==> config.mk <==
export PLATFORM = sky130hd
export DESIGN_NAME = receive
export DESIGN_NICKNAME = d
export VERILOG_FILES = /design/src/rtl/receive.sv
export SDC_FILE = /design/constraint.sdc
export NUM_CORES = 1
export LEC_CHECK = 0
export ABC_AREA = 1
export BUFFER_PORTS_ARGS = -buffer_cell sky130_fd_sc_hd__buf_2
export CAP_MARGIN = 20
export CELL_PAD_IN_SITES_DETAIL_PLACEMENT = 0
export CELL_PAD_IN_SITES_GLOBAL_PLACEMENT = 1
export CORE_UTILIZATION = 42
export CTS_CLUSTER_SIZE = 10
export DETAILED_ROUTE_END_ITERATION = 16
export PLACE_DENSITY = 0.88
export SLEW_MARGIN = 30
export SYNTH_ARGS = -nofsm -noshare
export SYNTH_HDL_FRONTEND = slang
export SYNTH_SLANG_ARGS = --single-unit
==> constraint.sdc <==
create_clock -name r_clk -period 3.15 [get_ports r_clk]
set_clock_uncertainty 0.05 [all_clocks]
set_input_delay 0.63 -clock r_clk [delete_from_list [all_inputs] [get_ports r_clk]]
set_output_delay 0.63 -clock r_clk [all_outputs]
set_load 0.05 [all_outputs]
==> src/rtl/receive.sv <==
// Receive buffer: accepts instruction words from a transmitter into a small RAM and flags done/overflow.
// Optional idle watchdog in RECV is enabled by defining RECEIVE_TIMEOUT_EN.
module receive #(
    parameter int IWIDTH  = 32,
    parameter int DEPTH   = 2,
    parameter int AWIDTH  = 1,
    parameter int TIMEOUT = 16
) (
    input  logic              r_clk,
    input  logic              r_rst,
    input  logic              r_i_start,
    input  logic [IWIDTH-1:0] r_i_instr,
    input  logic              r_i_last,
    input  logic              r_i_ack,
    output logic              r_o_syn,
    input  logic [AWIDTH-1:0] r_i_rd_addr,
    output logic [IWIDTH-1:0] r_o_rd_data,
    output logic [AWIDTH:0]   r_o_count,
    output logic              r_o_done,
    output logic              r_o_err
);

    typedef enum logic [1:0] {IDLE, RECV, DONE, ERR} state_e;

    localparam logic [AWIDTH:0] DEPTH_C = DEPTH[AWIDTH:0];
    localparam logic [AWIDTH:0] ONE_C   = 1;

    state_e              state_q, state_d;
    logic [AWIDTH:0]     count_q, count_d;
    logic                wr_en;
    logic [IWIDTH-1:0]   mem [DEPTH];
    logic [IWIDTH-1:0]   rd_data_q;

`ifdef RECEIVE_TIMEOUT_EN
    localparam int TW = $clog2(TIMEOUT + 1);
    localparam logic [TW-1:0] TO_C   = TIMEOUT[TW-1:0];
    localparam logic [TW-1:0] TONE_C = 1;
    logic [TW-1:0] idle_q, idle_d;
`else
    // Watchdog not built; the empty block only keeps TIMEOUT referenced.
    if (TIMEOUT < 1) begin : g_timeout_unused
    end
`endif

    // NOTE: every variable driven here gets a default first, so no latch is inferred.
    always_comb begin
        state_d = state_q;
        count_d = count_q;
        wr_en   = 1'b0;
`ifdef RECEIVE_TIMEOUT_EN
        idle_d  = '0;
`endif
        case (state_q)
            RECV: begin
                if (r_i_ack) begin
                    if (count_q < DEPTH_C) begin
                        wr_en   = 1'b1;
                        count_d = count_q + ONE_C;
                        if (r_i_last) state_d = DONE;
                    end else begin
                        // Overflow: word dropped, count holds at DEPTH.
                        state_d = ERR;
                    end
                end
`ifdef RECEIVE_TIMEOUT_EN
                else begin
                    idle_d = idle_q + TONE_C;
                    if (idle_d == TO_C) state_d = ERR;
                end
`endif
            end
            IDLE, DONE, ERR: begin
                if (r_i_start) begin
                    state_d = RECV;
                    count_d = '0;
                end
            end
            default: state_d = IDLE;
        endcase
    end

    // NOTE: sequential state uses non-blocking assignments so all registers update together.
    always_ff @(posedge r_clk) begin
        if (!r_rst) begin
            state_q   <= IDLE;
            count_q   <= '0;
            rd_data_q <= '0;
`ifdef RECEIVE_TIMEOUT_EN
            idle_q    <= '0;
`endif
        end else begin
            state_q <= state_d;
            count_q <= count_d;
`ifdef RECEIVE_TIMEOUT_EN
            idle_q  <= idle_d;
`endif
            if ({1'b0, r_i_rd_addr} < DEPTH_C) rd_data_q <= mem[r_i_rd_addr];
            else                               rd_data_q <= '0;
        end
    end

    // NOTE: the buffer is deliberately left out of reset so it maps onto plain RAM.
    always_ff @(posedge r_clk) begin
        if (r_rst && wr_en) mem[count_q[AWIDTH-1:0]] <= r_i_instr;
    end

    assign r_o_syn     = (state_q == RECV);
    assign r_o_done    = (state_q == DONE);
    assign r_o_err     = (state_q == ERR);
    assign r_o_count   = count_q;
    assign r_o_rd_data = rd_data_q;

endmodule

* Yosys cells after proc, flatten, opt, wreduce, memory -nomap -nowiden *
Memories as Yosys holds them, arrays and structs flattened. A register that Yosys moved wholly into a read port is not among the register bits.
Index checks and enable logic that the tools add are counted.

storage, ports and cells
  bits of input ports = 38
  logic and storage cells = 32
  output and inout port bits = 37
  RAM bits = 64
  bits in latches = 0
  memories = 1
  bits in read-only memories = 0
  flip-flop bits (word level) = 4

cells by class
  shifts and indexed selects = 0
  add/subtract/negate cells = 1
  reductions and logical operators = 6
  order comparisons = 1
  multiplexer cells = 14
  equal/unequal tests = 7
  divide/modulo/power cells = 0
  bitwise operators = 0
  multipliers = 0

memories
  memory  depth  bits a word  read ports  clocked after memory_dff  wr ports  RTL line  source
  mem     2      32           1           1                         1         31        logic [IWIDTH-1:0] mem [DEPTH];

operators by type and width
  kind                                                                   count
  2-bit 2-to-1 mux                                                       7
  2-bit case mux with 2 select lines                                     2
  3-bit AND reduction                                                    2
  1-bit 2-to-1 mux                                                       5
  2-bit equality test, second input constant                             2
  2-bit != test, second input constant                                   2
  3-bit != test, second input constant                                   1
  3-bit OR reduction                                                     1
  2-bit by 1-bit adder with 2-bit output, second input constant          1
  2-bit by 1-bit equality test with 1-bit output, second input constant  1
  2-bit logical NOT                                                      1
  2-bit < comparator, second input constant                              1
  2-bit by 1-bit != test with 1-bit output, second input constant        1
  1-bit logical AND                                                      1
  1-bit logical NOT                                                      1

* Depth between registers and ports, before layout *
Gate-level depths: netlist (run 1).

  word-level depth = 7
  gate-level depth with buffers = 7
  gate-level depth less buffers = 7

* Worst setup path before layout (run 1) *
No wires, ideal clock.

  kind = input to register
  start point = input r_i_ack
  end point = memory mem[0][0] (enable)
  buffers on the path = 0
  data required time = 2679 ps
  setup slack = 451 ps
  setup time = 421 ps
  data arrival time = 2228 ps
  stages on the path = 4
  path through = nand3_1 > inv_1 > nand3_1 > nor2_1

between the ends
  word-level cells in the longest chain between the ends = 5

RTL lines
  element                                 RTL line  source
  start, declared                         14        input logic r_i_ack,
  1-bit 2-to-1 mux                        55        if (r_i_ack) begin
  1-bit 2-to-1 mux                        53        case (state_q)
  1-bit logical AND                       104       if (r_rst && wr_en) mem[count_q[AWIDTH-1:0]] <= r_i_instr;
  1-bit 2-to-1 mux                        104
  1-bit 2-to-1 mux (implied by the code)  104
  end, declared                           31

Every way passes these cells.

* Final worst setup path (run 1) *
  start point = register state_q[0]
  end point = memory mem[1][26] (enable)

between the ends
  word-level cells in the longest chain between the ends = 5

RTL lines
  element                                         RTL line  source
  start, declared                                 28        state_e state_q, state_d;
  start signal, assigned                          92        state_q <= state_d;
  2-bit by 1-bit equality test with 1-bit output  53
  1-bit 2-to-1 mux                                53
  1-bit logical AND                               104
  1-bit 2-to-1 mux                                104
  1-bit 2-to-1 mux (implied by the code)          104

Every way passes these cells.

==> results of run 1 <==
[logic make-up (layout without fill, tap and decap cells)]
group / after synthesis / in the layout / synth area share, %
and+or+nand+nor: 89 / 89 / 11.2
AOI/OAI and AO/OA: 36 / 36 / 5.52
DFF: 100 / 100 / 81.0
buffers and inverters: 18 / 103 / 2.22
[through the flow]
stage	power, W	hold slack (ns)	utilization, %
6_report	0.00249	0.402	53.8
5_1_grt	0.00259	0.392	53.8
4_1_cts	0.00251	0.394	53.8
3_5_place_dp	0.00173	0.408	51.1
3_3_place_gp	0.00172	0.404	51.1
2_1_floorplan	0.00164	0.397	-
[flip-flops by register name, indices dropped and copies added (netlist names)]
register and cells:
r_o_count 2, state_q 2, r_o_rd_data 32, mem 64
[synth_stat cells, drive strengths merged]
cell type,instances
nor2,70
edfxtp,64
dfxtp,36
o21ai,32
nand2,13
inv,9
nand3,6
clkbuf,5
a21oi,4
buf,4
[routing by layer]
metal | part of all wire (%) | GRT usage (%) | vias to the layer above
met4 | 1.5 | 6.45 | 0
met1 | 43 | 18.8 | 928
met2 | 50 | 24.4 | 62
li1 | - | - | 981
met3 | 5.7 | 4.31 | 12
met5 | 0 | 0 | -
[worst max-delay path: stages (launching register included)]
cell and delay (ns):
dfxtp_1 0.44, nand3_1 0.13, inv_1 0.09, nand3_1 0.18, nor2_4 0.43, buf_4 0.36
[power by group through the flow]
stage	registers, W	clock network, W	logic, W
after floorplan	0.00156	0	0.0000816
after global placement	0.00148	0	0.000239
after detailed placement	0.00148	0	0.000243
after CTS	0.00145	0.000817	0.000244
after global routing	0.00146	0.000874	0.000260
final	0.00145	0.000798	0.000241
[path summary, 6_finish.rpt]
check	from	endpoint	slack, ns	depth (start not counted)
setup / recovery	state_q[0]	mem[1][26]	1.14	5
hold / removal	r_i_instr[28]	mem[1][28]	0.40	1
setup reg to reg	state_q[0]	mem[1][26]	1.14	5
hold reg to reg	mem[1][30]	r_o_rd_data[30]	0.43	2
[layout by cell type (no fill, tap or decap)]
cell type   synthesis  final
dfxtp_1            36     36
nor2_4              1      3
a21oi_1             4      4
edfxtp_1           64     64
clkinv_2            0      1
clkbuf_8            0      9
clkinvlp_4          0      3
inv_2               4      4
bufinv_16           0      1
nor2_1             69     67
inv_6               0      1
nand3_2             2      2
inv_1               5      5
buf_2               4     74
nand3_1             4      4
o21ai_0            15     15
nand2_1            10     10
o21ai_1            17     17
nand2_2             3      3
buf_4               0      4
clkinv_4            0      1
[final cells by class]
| type | count | area [µm²] | area share, % |
|---|---|---|---|
| clock inverter | 7 | 75.1 | 1.90 |
| multi-input combinational | 125 | 562 | 14.2 |
| inverter | 9 | 33.8 | 0.853 |
| timing repair buffer | 78 | 400 | 10.1 |
| clock buffer | 9 | 124 | 3.13 |
| tap | 99 | 124 | 3.13 |
| sequential | 100 | 2640 | 66.7 |
==> qor.csv, run 1 <==
metric,value,unit
outcome,"finished, final reports clean",
syn_inst,243,
pwr-share-seq,58.3,%
post-cts-setup-buffer-count,0,
max-slew-margin-rel,62.2,%
fin_ws,1.14,ns
instances_no_fill,427,
cts_hold_buf,0,
nFillCells,629,
min_period,2.01,ns
clkPwrFrac,32.0,%
vias,1983,
cp-start-kind,flip-flop,
io_pins,75,
hpwl,3850,µm
vias_per_cell,4.64,
ys_warn_count,0,
dp_cells,411,
power.internal,0.00186,W
syn-num-nets,281,
synth.yosys.seq_area_share,81.0,%
synth_top_area_share,58.9,%
place_ws,0.880,ns
power.leakage,1.58,nW
start_util,44.3,%
wl_per_cell,13.7,µm
finalInstanceArea,3960,µm²
cp-end-kind,flip-flop,
rsz0062_at_grt,no,
switching_power,0.000626,W
antenna_found_initial,0,
cts-resized-gates,0,
die_w,90.1,µm
placed_area,3760,µm²
rows,31,
port-buffer-count,74,
htree_levels,3,
cts_tree,yes,
worst_ep_required_time,3.15,ns
clock.fmax,0.499,GHz
overflow,0,
drive_gt1_share,32.3,%
grt_max_degree,34,
core,7370,µm²
avgSynthCellArea,13.4,µm²
grt_pass1_wl,9210,µm
drc_errors,0,
ant_nets,0,
netlist_area,3260,µm²
grt_pass1_vias,1964,
cts-root-buf,clkbuf_8,
period_share,63.7,%
clkSinkCount,100,
clock_path_buffers,2,
clk_pin_slew_worst_paths,0.10,ns
drt_iter0_markers,109,
comb_power_share,9.7,%
hold_viol_final,0,
fin_setup_tns,0,ns
clock_latency,0.36,ns
path_class,flip-flop to flip-flop,
ys_types,15,
yosysTopAreaCell,edfxtp_1,
cts_buffers,9,
drv_slew,0,
dr.pass1.iters,4,
dieArea,8120,µm²
ir_worst_vdd,0.281,mV
area_growth,21.4,%
arrival,2.00,ns
drt-total-wl,5860,µm
diodes,0,
critical_path.max_fanout,18,
ys_ff_latch,100,
num-nets-final,361,
gp_congestion,0.802,
maxCapViolCount,0,
grt_use_total,15.1,%
worst_pin_slew,0.567,ns
hold_path_class,input port to flip-flop,
powerDensity,629,nW/µm²
setup_viol,0,
die-height,90.1,µm
switching_share,25.1,%
synth_area_leaders,"edfxtp_1 59%, dfxtp_1 22%, nor2_1 7.9%, o21ai_1 2.6%, o21ai_0 2.3%",
Power figures use the tool's default switching activity.
==> inputs of run 2 (changes only) <==
- clock period: 3.15 -> 1.9 ns (I/O delays scaled with it)
==> qor.csv, run 2 (synthesis results as in run 1) <==
metric,value,unit,change
outcome,"finished, final reports clean",,unchanged
drt_iter0_markers,87,,was 109
htree_levels,3,,unchanged
drv_slew,0,,unchanged
port-buffer-count,74,,unchanged
grt_max_degree,34,,unchanged
clkSinkCount,100,,unchanged
setup_viol,0,,unchanged
critical-path-slowest-cell,dfxtp_1,,unchanged
clock.fmax,0.589,GHz,
min_period,1.70,ns,
cp-end-kind,output port,,was flip-flop
crit_chain,inv_2 > nor2_4 > buf_2,,was nand3_1 > inv_1 > nand3_1 > nor2_4 > buf_4
wl_per_cell,12.6,µm,was 13.7 µm
max-slew-margin-rel,62.5,%,was 62.2%
drt-total-wl,5390,µm,was 5860 µm
fin_setup_tns,0,ns,unchanged
cts_tree,yes,,unchanged
overflow,0,,unchanged
place_ws,0.314,ns,was 0.880 ns
rows,31,,unchanged
die-height,90.1,µm,unchanged
power.leakage,1.60,nW,was 1.58 nW
powerDensity,1040,nW/µm²,was 629 nW/µm²
start_util,44.3,%,unchanged
maxCapViolCount,0,,unchanged
clock_latency,0.36,ns,about the same
clk_pin_slew_worst_paths,0.09,ns,was 0.10 ns
path_class,flip-flop to output port,,was flip-flop to flip-flop
grt_use_total,14.7,%,was 15.1%
cp-start-kind,flip-flop,,unchanged
max_stage_delay,0.44,ns,about the same
hpwl,3370,µm,was 3850 µm
dieArea,8120,µm²,unchanged
period_share,89.3,%,
io_pins,75,,unchanged
cts-root-buf,clkbuf_8,,unchanged
placed_area,3790,µm²,was 3760 µm²
most-common-layout-cells,"74 x buf_2, 67 x nor2_1, 64 x edfxtp_1",,unchanged
worst_ep_required_time,1.47,ns,was 3.15 ns
drive_gt1_share,32.3,%,unchanged
grt_pass1_vias,1914,,was 1964
cts_hold_buf,0,,unchanged
dr.pass1.iters,4,,unchanged
final_common_cell,buf_2,,unchanged
antenna_found_initial,0,,unchanged
worst_pin_slew,0.561,ns,was 0.567 ns
vias_per_cell,4.53,,was 4.64
area_growth,22.6,%,was 21.4%
path_buf_inv,2,,unchanged
rsz0062_at_grt,no,,unchanged
clock_path_buffers,2,,unchanged
fin_ws,0.203,ns,was 1.14 ns
drc_errors,0,,unchanged
hold_path_class,input port to flip-flop,,unchanged
vias,1936,,was 1983
grt_pass1_wl,8900,µm,was 9210 µm
num-nets-final,361,,unchanged
gp_congestion,0.786,,was 0.802
core,7370,µm²,unchanged
crit_family,flip-flops,,was simple AND/OR/NAND/NOR gates
ir_worst_vdd,0.403,mV,was 0.281 mV
finalInstanceArea,4000,µm²,was 3960 µm²
post-cts-setup-buffer-count,0,,unchanged
die_w,90.1,µm,unchanged
largest_reg_flops,64,,unchanged
ant_nets,0,,unchanged
diodes,0,,unchanged
cts_buffers,9,,unchanged
arrival,1.27,ns,was 2.00 ns
critical_path.max_fanout,6,,was 18
hold_viol_final,0,,unchanged
cts-resized-gates,0,,unchanged
[run 2: layout make-up]
| cell class | instances | area, µm² |
|---|---|---|
| fill | 635 | 3370 |
| tap | 99 | 124 |
| timing repair buffer | 78 | 425 |
| inverter | 9 | 33.8 |
| multi-input combinational | 125 | 562 |
| sequential | 100 | 2640 |
| clock inverter | 6 | 72.6 |
| clock buffer | 10 | 138 |
[run 2: power by group]
| group | switching, W | leakage (nW) | internal (W) |
|---|---|---|---|
| combinational | 0.000297 | 0.616 | 0.000102 |
| clock | 0.000709 | 0.103 | 0.000655 |
| sequential | 0.0000248 | 0.878 | 0.00238 |
[run 2: per-layer routing]
metal / GRT usage, % / part of all wire (%)
met5: 0 / 0
met4: 7.26 / 2.1
met3: 5.16 / 6.4
met2: 23.5 / 47
met1: 17.6 / 45
[run 2: through the flow]
step,util [%],cells,hold WS (ns),power [W]
after detailed placement,51.4,411,0.408,0.00286
after global placement,51.4,411,0.406,0.00285
after global routing,54.2,427,0.128,0.00434
after floorplan,-,243,0.397,0.00273
after CTS,54.2,427,0.137,0.00421
final,54.2,427,0.154,0.00417
[run 2: final timing paths]
path,startpoint,to,slack [ns],cells past startpoint
worst max-delay path,state_q[0],r_o_syn,0.20,3
worst min-delay path,r_i_instr[27],mem[1][27],0.15,1
worst max register to register,state_q[0],mem[1][6],0.35,5
worst min register to register,mem[1][15],r_o_rd_data[15],0.42,2
